**src/rtl/bsg_fifo_1r1w_small_count.sv**
```systemverilog
// Small register-file FIFO with occupancy count, almost-full/empty flags, flush and sticky error.
// Optional zero-latency bypass while empty: define BSG_FIFO_SMALL_COUNT_BYPASS_EN.
module bsg_fifo_1r1w_small_count #(
    parameter int width_p            = 32,
    parameter int els_p              = 4,
    parameter int ready_THEN_valid_p = 0,
    parameter int almost_full_p      = els_p - 1,
    parameter int almost_empty_p     = 1
) (
    input  logic                         clk_i,
    input  logic                         reset_i,
    input  logic                         flush_i,
    input  logic                         v_i,
    output logic                         ready_o,
    input  logic [width_p-1:0]           data_i,
    output logic                         v_o,
    output logic [width_p-1:0]           data_o,
    input  logic                         yumi_i,
    output logic [$clog2(els_p+1)-1:0]   count_o,
    output logic                         almost_full_o,
    output logic                         almost_empty_o,
    output logic                         err_o
);

    localparam int ptr_w = ($clog2(els_p) > 1) ? $clog2(els_p) : 1;
    localparam int cnt_w = $clog2(els_p + 1);

    localparam logic [ptr_w-1:0] last_ptr = ptr_w'(els_p - 1);
    localparam logic [cnt_w-1:0] els_c    = cnt_w'(els_p);
    localparam logic [cnt_w-1:0] af_c     = cnt_w'(almost_full_p);
    localparam logic [cnt_w-1:0] ae_c     = cnt_w'(almost_empty_p);

    logic [width_p-1:0] mem [els_p];
    logic [ptr_w-1:0]   wptr;
    logic [ptr_w-1:0]   rptr;
    logic [cnt_w-1:0]   count;
    logic               err;

    logic full;
    logic empty;
    logic bypass;
    logic take;
    logic enq_req;
    logic deq_req;
    logic enq;
    logic deq;
    logic illegal;

    assign full  = (count == els_c);
    assign empty = (count == '0);

    assign ready_o = ~full & ~reset_i;

`ifdef BSG_FIFO_SMALL_COUNT_BYPASS_EN
    // While empty, the incoming word is presented directly; if taken the same cycle it never lands in the array.
    assign bypass = empty & v_i & ~reset_i;
    assign v_o    = ~empty | bypass;
    assign data_o = bypass ? data_i : mem[rptr];
    assign take   = bypass & yumi_i;
`else
    assign bypass = 1'b0;
    assign v_o    = ~empty;
    assign data_o = mem[rptr];
    assign take   = 1'b0;
`endif

    assign enq_req = (ready_THEN_valid_p != 0) ? (v_i & ~full) : (v_i & ready_o);
    assign deq_req = yumi_i & v_o;
    assign enq     = enq_req & ~take;
    assign deq     = deq_req & ~take;

    // In ready-then-valid mode a producer must never present while full; yumi needs a valid head.
    assign illegal = ((ready_THEN_valid_p != 0) & v_i & full) | (yumi_i & ~v_o);

    always_ff @(posedge clk_i or posedge reset_i) begin
        if (reset_i) begin
            wptr  <= '0;
            rptr  <= '0;
            count <= '0;
            err   <= 1'b0;
        end else if (flush_i) begin
            wptr  <= '0;
            rptr  <= '0;
            count <= '0;
            err   <= 1'b0;
        end else begin
            if (enq) begin
                wptr <= (wptr == last_ptr) ? '0 : wptr + 1'b1;
            end
            if (deq) begin
                rptr <= (rptr == last_ptr) ? '0 : rptr + 1'b1;
            end
            if (enq & ~deq) begin
                count <= count + 1'b1;
            end else if (deq & ~enq) begin
                count <= count - 1'b1;
            end
            if (illegal) begin
                err <= 1'b1;
            end
        end
    end

    // Storage is deliberately left unreset.
    always_ff @(posedge clk_i) begin
        if (enq & ~flush_i & ~reset_i) begin
            mem[wptr] <= data_i;
        end
    end

    assign count_o        = count;
    assign almost_full_o  = (count >= af_c);
    assign almost_empty_o = (count <= ae_c);
    assign err_o          = err;

    logic unused_bypass;
    assign unused_bypass = bypass;

endmodule

```
**config.mk**
```make
export PLATFORM = sky130hd
export DESIGN_NAME = bsg_fifo_1r1w_small_count
export DESIGN_NICKNAME = d
export VERILOG_FILES = /design/src/rtl/bsg_fifo_1r1w_small_count.sv
export SDC_FILE = /design/constraint.sdc
export NUM_CORES = 1
export LEC_CHECK = 0
export BUFFER_PORTS_ARGS = -buffer_cell sky130_fd_sc_hd__clkbuf_2
export CAP_MARGIN = 20
export CORE_ASPECT_RATIO = 1.75
export CORE_MARGIN = 5
export CORE_UTILIZATION = 35
export CTS_CLUSTER_SIZE = 25
export DETAILED_ROUTE_END_ITERATION = 10
export PLACE_DENSITY = 0.51
export SYNTH_ARGS = -nofsm -noshare
export SYNTH_HDL_FRONTEND = slang
export SYNTH_SLANG_ARGS = --single-unit
export TNS_END_PERCENT = 30
```
**constraint.sdc**
```tcl
create_clock -name clk_i -period 4.3 [get_ports clk_i]
set_input_delay 0.645 -clock clk_i [delete_from_list [all_inputs] [get_ports clk_i]]
set_output_delay 0.645 -clock clk_i [all_outputs]
set_load 0.02 [all_outputs]
```
After elaboration in Yosys (flattened, before gate mapping)
Memories as Yosys holds them, arrays and structs flattened.
Index checks and enable logic that the tools add are counted.

word-level totals
  memories = 1
  bits in writable memories = 128
  output and inout port bits = 40
  flip-flop bits (word level) = 8

memory list
  memory  words  bits a word  read ports  clocked after memory_dff  write ports  RTL line  source
  mem     4      32           1           0                         1            33        logic [width_p-1:0] mem [els_p];

cells by class
  reductions and logical operators = 5
  eq/ne operators = 3
  bitwise logic cells = 14
  $lt $le $gt $ge = 2
  multiplexer cells = 13
  add/sub/neg operators = 4

operator list
  operator               number
  $mux W2                6
  $mux W3                3
  $and A1 B1 Y1          8
  $not A1 Y1             6
  $reduce_bool A2 Y1     3
  $add A2 B1 Y2 const B  2
  $eq A2 B2 Y1 const B   2
  $mux W1                4
  $add A3 B1 Y3 const B  1
  $eq A3 B3 Y1 const B   1
  $ge A3 B2 Y1 const B   1
  $le A3 B1 Y1 const B   1
  $logic_not A3 Y1       1
  $reduce_bool A3 Y1     1
  $sub A3 B1 Y3 const B  1

Depth between registers and ports, before layout
Gate-level depths: netlist of the first run.

  depth after elaboration = 9
  depth in mapped cells = 7
  gate-level depth less buffers = 6

Worst setup path before layout of the first run
No wires, ideal clock.

  path kind = flip-flop to flip-flop
  start = register count[0] (netlist: count_o[0])
  end = memory mem[0][0] (enable)
  data arrival time = 2.470 ns
  data required time = 3.908 ns
  stages on the path, launching flop included = 7
  setup slack = 1.438 ns
  clock period less this slack = 2.862 ns
  library setup time = 0.392 ns
  buffers on the path = 0
  path through = dfrtp_1 inv_1 ha_1 a21oi_2 nand2_2 nor2_1 and2_1

on the way
  cells in the longest elaborated chain, start to end = 8

RTL lines
  item                           RTL line  source
  start: declaration             36        logic [cnt_w-1:0] count;
  start signal: assignment       94        count <= count + 1'b1;
  start signal: assignment       96        count <= count - 1'b1;
  $eq A3 B3 Y1                   49        assign full = (count == els_c);
  $not A1 Y1                     -
  $and A1 B1 Y1                  52        assign ready_o = ~full & ~reset_i;
  net ready_o                    14        output logic ready_o,
  $and A1 B1 Y1                  67        assign enq_req = (ready_THEN_valid_p != 0) ? (v_i & ~full) : (v_i & ready_o);
  $and A1 B1 Y1 (2 in series)    106       if (enq & ~flush_i & ~reset_i) begin
  $mux W1                        106
  $mux W1 (implied by the code)  107       mem[wptr] <= data_i;
  end: declaration               33

The timed path passes the listed nets, and every way through them passes these cells.

Worst setup path after layout of the first run
  start = register rptr[0]
  end = output port data_o[29]

on the way
  cells in the longest elaborated chain, start to end = 1

RTL lines
  item                      RTL line  source
  start: declaration        35        logic [ptr_w-1:0] rptr;
  start signal: assignment  91        rptr <= (rptr == last_ptr) ? '0 : rptr + 1'b1;
  $mem_v2 Z4 W32            -
  end: declaration          17        output logic [width_p-1:0] data_o,

No other way between the ends.

==> results.md, run 1 <==
Job
* **MaxCap Viol Count** 0

Final layout
* **synthesis-to-layout area growth** 23.44%
* **final instance area** 6444 µm²
* **proportion of layout cells with a drive suffix above 1** 45.51%
* **register area** 4046 µm²
* **most common cell after layout, fill and taps aside** edfxtp_1
* **combined area of the multi-input logic cells** 1104 µm²
* **layout net count** 368
* **fill count** 1,310
* **top library cells by usage in the layout, fill and taps aside** 128 x edfxtp_1, 76 x clkbuf_2, 32 x mux4_2
* **total inserted antenna cells** 0

Synthesis
* **FFs w/ async S/R, synth** 5.882%
* **post-synthesis instance area** 5220 µm²
* **Synth Warn #** 0
* **synthesized netlist net count** 282
* **distinct cell type count after synthesis** 27
* **sequential element share of the synthesized area** 77.47%
* **flip-flop and latch count after synthesis** 136
* **EDFF count, synth** 128
* **gate count after technology mapping** 235
* **Primary FF master, synth** edfxtp_1
* **Post-Syn Area per Cell** 22.21 µm²

Critical path
* **register-to-register path setup slack** 1.63 ns
* **CP Capture Type** primary output
* **CP Data Required Time** 3.65 ns
* **count of buffering cells on the critical path with inverters included** 2
* **path type of the worst setup path** flip-flop to primary output
* **Critical Path, Cell by Cell** buf_4, mux4_2, clkbuf_2
* **Critical-path top delay cell** dfrtp_2
* **longest individual stage delay on the worst path** 0.76 ns
* **Max Fanout on Critical Path** 19
* **Startpoint Class** flip-flop
* **arrival time at the worst endpoint** 2.37 ns
* **kind of cell adding the most delay to the critical path** flip-flops

Drt
* **number of nets with antenna violations after detailed routing** 0
* **routed vias/inst** 4.764
* **DRC violations left** 0
* **via total after detailed routing** 2,463
* **Total Wirelength** 9.996 mm
* **count of routing violations after the opening detailed-route iteration** 124
* **routed wirelength normalized by instance count** 19.33 µm
* **DRT Pass-1 Iters** 4

Placement
* **PortBufs** 76
* **routability-driven placement congestion ratio** 0.7481
* **Worst Setup Slack post-DPL** 1.549 ns
* **dpl cell area** 5793 µm²
* **DPL Wire Length** 6.399 mm

STA
* **worst clock skew on the final layout** 0.006427 ns
* **Final Cycle Share** 70.12%
* **Slew Limit Headroom** 39.19%
* **Final setup violation count** 0
* **final worst setup slack** 1.285 ns
* **setup repair after global routing missed its margin** false
* **final hold violation count** 0
* **number of slew-limit violations in the final report** 0
* **final critical path time including I/O delays and setup** 3.015 ns
* **highest achievable clock rate** 331.6 MHz
* **Setup TNS** 0 ns
* **slew at the pin closest to its max-slew limit** 0.9121 ns

Clock tree
* **post-CTS setup buffer count** 0
* **clock sink count** 136
* **clock tree from TritonCTS** yes
* **number of buffers on the longest clock path** 2
* **depth of the CTS H-tree** 4
* **clock root buffer master** clkbuf_16
* **number of buffers inserted by hold repair at cts** 0
* **Post-CTS Resized** 0
* **clock latency of the later-clocked register in the worst-skew pair** 0.40 ns
* **TritonCTS Buffers** 17
* **clock slew seen by the registers of the worst setup and hold paths** 0.06 ns

GRT
* **total routing usage reported by global routing** 12.49%
* **vias in the first global route** 2,885
* **sum of overflow across all layers after global routing** 0
* **maximum number of pins on one net before global-route repair** 35
* **initial antenna violation count** 1
* **first-pass GRT wire length** 15.68 mm

Power
* **power consumption** 3.860 mW
* **largest vdd supply drop** 0.3192 mV
* **Lkg Pwr** 2.241 nW
* **areal power density over the cells** 599.1 nW/µm²

Die
* **die outline width** 102.3 µm
* **Rows** 59
* **floorplan die area** 17,550 µm²
* **Core Area** 14,760 µm²
* **initial core utilization** 35.36%
* **die span in y** 171.6 µm
* **number of top-level design ports** 77

Hold path
* **HP Class** input port to asynchronous set/reset pin

Outcome
* **result of the run** finished, final reports clean

==> report_power, final <==
group | switching (mW) | internal, mW | leakage, nW
clock | 0.540 | 1.03 | 0.307
sequential | 0.0795 | 1.50 | 1.26
combinational | 0.398 | 0.315 | 0.674
total | 1.02 | 2.84 | 2.24
==> worst reg2reg max path, cell delays in order, from the launching register on <==
cell     delay [ns]
dfrtp_1        0.43
inv_1          0.11
ha_1           0.28
a21oi_2        0.29
nand2_2        0.16
nor2_1         0.21
and2_2         0.79
==> kinds of logic after synthesis <==
family | Yosys count | synth area share, %
adders and majority gates | 11 | 2.613
muxes | 33 | 14.02
and+or+nand+nor | 20 | 2.085
buffers and inverters | 17 | 1.486
AOI/OAI and AO/OA | 16 | 1.990
DFF | 136 | 77.47
xor gates and xnor gates | 2 | 0.3356
==> synth_stat cells, types with 2 or more instances <==
cell type | number | area (µm²)
a21oi_1 | 8 | 40.04
and2_1 | 4 | 25.02
buf_2 | 5 | 25.02
clkbuf_1 | 4 | 15.01
dfrtp_1 | 8 | 200.2
edfxtp_1 | 128 | 3844
ha_1 | 10 | 125.1
inv_1 | 7 | 26.28
mux4_2 | 32 | 720.7
nand2_1 | 6 | 22.52
nor2_1 | 4 | 15.01
o21ai_0 | 2 | 10.01
or3_1 | 2 | 12.51
xnor2_1 | 2 | 17.52
==> layer usage <==
metal	GRT usage (%)	wire length, µm	vias to the layer above
met1	12.98	3631	1256
li1	-	-	1137
met4	5.368	174	2
met2	22.18	5621	54
met5	0	13	-
met3	4.627	556	14
==> worst paths after layout <==
| kind | from | depth (start not counted) | to |
|---|---|---|---|
| max | rptr[0] | 3 | data_o[29] |
| min | reset_i | 2 | wptr[1] |
| max reg2reg | count_o[0] | 6 | mem[0][17] |
| min reg2reg | err_o | 2 | err_o |
| max in group asynchronous | reset_i | 2 | rptr[1] |
| min in group clk_i | data_i[3] | 1 | mem[0][3] |
==> area by class of cell <==
| type | count | share of cell area [%] |
|---|---|---|
| clock buffer | 17 | 6.602 |
| clock inverter | 15 | 3.495 |
| inverter | 7 | 0.4078 |
| multi-input combinational | 82 | 17.13 |
| sequential | 136 | 62.80 |
| tap | 183 | 3.553 |
| timing repair buffer | 77 | 6.019 |
==> state kept, by name, indices dropped and copies added, names as in the netlist <==
| name | flops |
|---|---|
| mem | 128 |
| count_o | 3 |
| wptr | 2 |
| rptr | 2 |
| err_o | 1 |
==> metrics by stage <==
stage | instances | hold WS, ns | util (%)
6_report | 517 | 0.2111 | 43.64
3_3_place_gp | 485 | 0.5277 | 39.24
5_1_grt | 517 | 0.2318 | 43.64
2_1_floorplan | 235 | 0.4607 | -
3_5_place_dp | 485 | 0.5160 | 39.24
4_1_cts | 517 | 0.2084 | 43.64
No activity file was read; power rests on OpenSTA's default activity.
==> run 2, diff against run 1 <==
clock period = 3 ns   (was 4.3 ns; I/O delays follow)
==> results.md, run 2 (synthesized netlist as in run 1, its figures left out) <==
STA
* **number of slew-limit violations in the final report** 0, unchanged
* **final hold violation count** 0, unchanged
* **worst clock skew on the final layout** 0.01075 ns, +0.004324 ns
* **slew at the pin closest to its max-slew limit** 0.8766 ns, -0.03552 ns
* **final critical path time including I/O delays and setup** 2.617 ns
* **Slew Limit Headroom** 41.56%, +2.4 points
* **worst hold slack across all endpoints** 0.2593 ns, +0.04812 ns
* **highest achievable clock rate** 382.1 MHz
* **Final setup violation count** 0, unchanged
* **Setup TNS** 0 ns, unchanged
* **Final Cycle Share** 87.23%
* **setup repair after global routing missed its margin** false

Clock tree
* **TritonCTS Buffers** 17, unchanged
* **clock tree from TritonCTS** yes
* **Post-CTS Resized** 0, unchanged
* **clock sink count** 136, unchanged
* **clock slew seen by the registers of the worst setup and hold paths** 0.06 ns, about the same
* **number of buffers on the longest clock path** 2, unchanged
* **clock root buffer master** clkbuf_16
* **number of buffers inserted by hold repair at cts** 1, +1
* **clock latency of the later-clocked register in the worst-skew pair** 0.41 ns, about the same
* **depth of the CTS H-tree** 4, unchanged
* **post-CTS setup buffer count** 0, unchanged

Final layout
* **proportion of layout cells with a drive suffix above 1** 46.63%, +1.1 points
* **most common cell after layout, fill and taps aside** edfxtp_1
* **max FFs per register** 128, unchanged
* **top library cells by usage in the layout, fill and taps aside** 128 x edfxtp_1, 76 x clkbuf_2, 32 x mux4_2
* **total inserted antenna cells** 0, unchanged
* **synthesis-to-layout area growth** 23.51%, about the same
* **register containing the most flip-flops in the final layout** mem
* **Final Non-Filler Cells** 524, +1.4%
* **layout net count** 375, +1.9%

GRT
* **vias in the first global route** 2,875, -0.35%
* **met2 demand-to-capacity share in global routing** 22.57%, +0.40 points
* **first-pass GRT wire length** 15.77 mm, +0.53%
* **routing layer with the top usage in global route** met2
* **met3 usage** 3.977%, -0.65 points
* **initial antenna violation count** 0, -1
* **sum of overflow across all layers after global routing** 0, unchanged
* **maximum number of pins on one net before global-route repair** 35, unchanged
* **total routing usage reported by global routing** 12.48%, about the same
* **global routing met1 resource utilization** 13.21%, +0.23 points

Outcome
* **result of the run** finished, final reports clean

Die
* **die span in y** 171.6 µm, unchanged
* **die outline width** 102.3 µm, unchanged
* **number of top-level design ports** 77, unchanged
* **Core Area** 14,760 µm², unchanged
* **floorplan die area** 17,550 µm², unchanged
* **Rows** 59, unchanged
* **initial core utilization** 35.36%, unchanged

Hold path
* **HP Class** input port to flip-flop

Drt
* **routed wirelength normalized by instance count** 19.33 µm, about the same
* **DRT Pass-1 Iters** 4, unchanged
* **number of nets with antenna violations after detailed routing** 0, unchanged
* **Total Wirelength** 10.13 mm, +1.3%
* **routed vias/inst** 4.781, +0.35%
* **count of routing violations after the opening detailed-route iteration** 77, -38%
* **via total after detailed routing** 2,505, +1.7%
* **DRC violations left** 0, unchanged

Placement
* **placed cell count** 491, +1.2%
* **routability-driven placement congestion ratio** 0.7811, +4.4%
* **DPL Wire Length** 6.577 mm, +2.8%
* **PortBufs** 76, unchanged

Power
* **power consumption** 5.170 mW, +34%
* **areal power density over the cells** 801.9 nW/µm², +34%
* **largest vdd supply drop** 0.5099 mV, +60%
* **Lkg Pwr** 2.227 nW, -0.60%

Critical path
* **Critical Path, Cell by Cell** buf_4, mux4_2, clkbuf_2
* **CP Data Required Time** 2.55 ns, -1.10 ns
* **longest individual stage delay on the worst path** 0.71 ns, -0.05 ns
* **arrival time at the worst endpoint** 2.17 ns, -0.20 ns
* **Startpoint Class** flip-flop
* **path type of the worst setup path** flip-flop to primary output
* **Max Fanout on Critical Path** 18, -1
* **CP Capture Type** primary output
* **Critical-path top delay cell** dfrtp_2

Job
* **MaxCap Viol Count** 0, unchanged

## run 2: area by class of cell
type	count	area, µm²
fillers	1318	8317
flip-flops and latches	136	4046
multi-input cells	82	1104
repair buffers	84	493.0
clock buffers	19	452.9
well taps	183	229.0
clock inverters	13	96.34
inverters	7	26.28
## run 2: through the flow
| step | instance area (µm²) | worst slack [ns] | util [%] |
|---|---|---|---|
| floorplan | 5220 | 0.1382 | - |
| global placement | 5888 | 0.6632 | 39.88 |
| detailed placement | 5888 | 0.5446 | 39.88 |
| CTS | 6447 | 0.2741 | 43.67 |
| global route | 6447 | 0.1965 | 43.67 |
| finish | 6447 | 0.3832 | 43.67 |
## run 2: power by group
part | switching, mW | internal, mW | total, mW
Clock | 0.765 | 1.10 | 1.87
Sequential | 0.108 | 2.14 | 2.25
Combinational | 0.582 | 0.469 | 1.05
Total | 1.45 | 3.72 | 5.17
## run 2: path summary, 6_finish.rpt
check	start	slack, ns	endpoint	cells after the start
setup / recovery	rptr[0]	0.38	data_o[27]	3
max in group asynchronous	reset_i	2.16	rptr[0]	3
min in group asynchronous	reset_i	0.56	count_o[1]	3
hold / removal	data_i[3]	0.26	mem[1][3]	1
hold reg to reg	err_o	0.52	err_o	2
setup reg to reg	count_o[0]	0.55	mem[2][30]	7
## run 2: worst max-delay path: cells and delay by family, from the launching register on
kind / cells / cell delay, ns
flip-flops: 1 / 0.71
multiplexers: 1 / 0.54
buffers and inverters: 2 / 0.50
## run 2: per-layer routing
layer	part of all wire (%)	up-vias
met4	1.4	0
met1	36	1296
met3	4.5	10
met2	58	50
met5	0	-
li1	-	1149
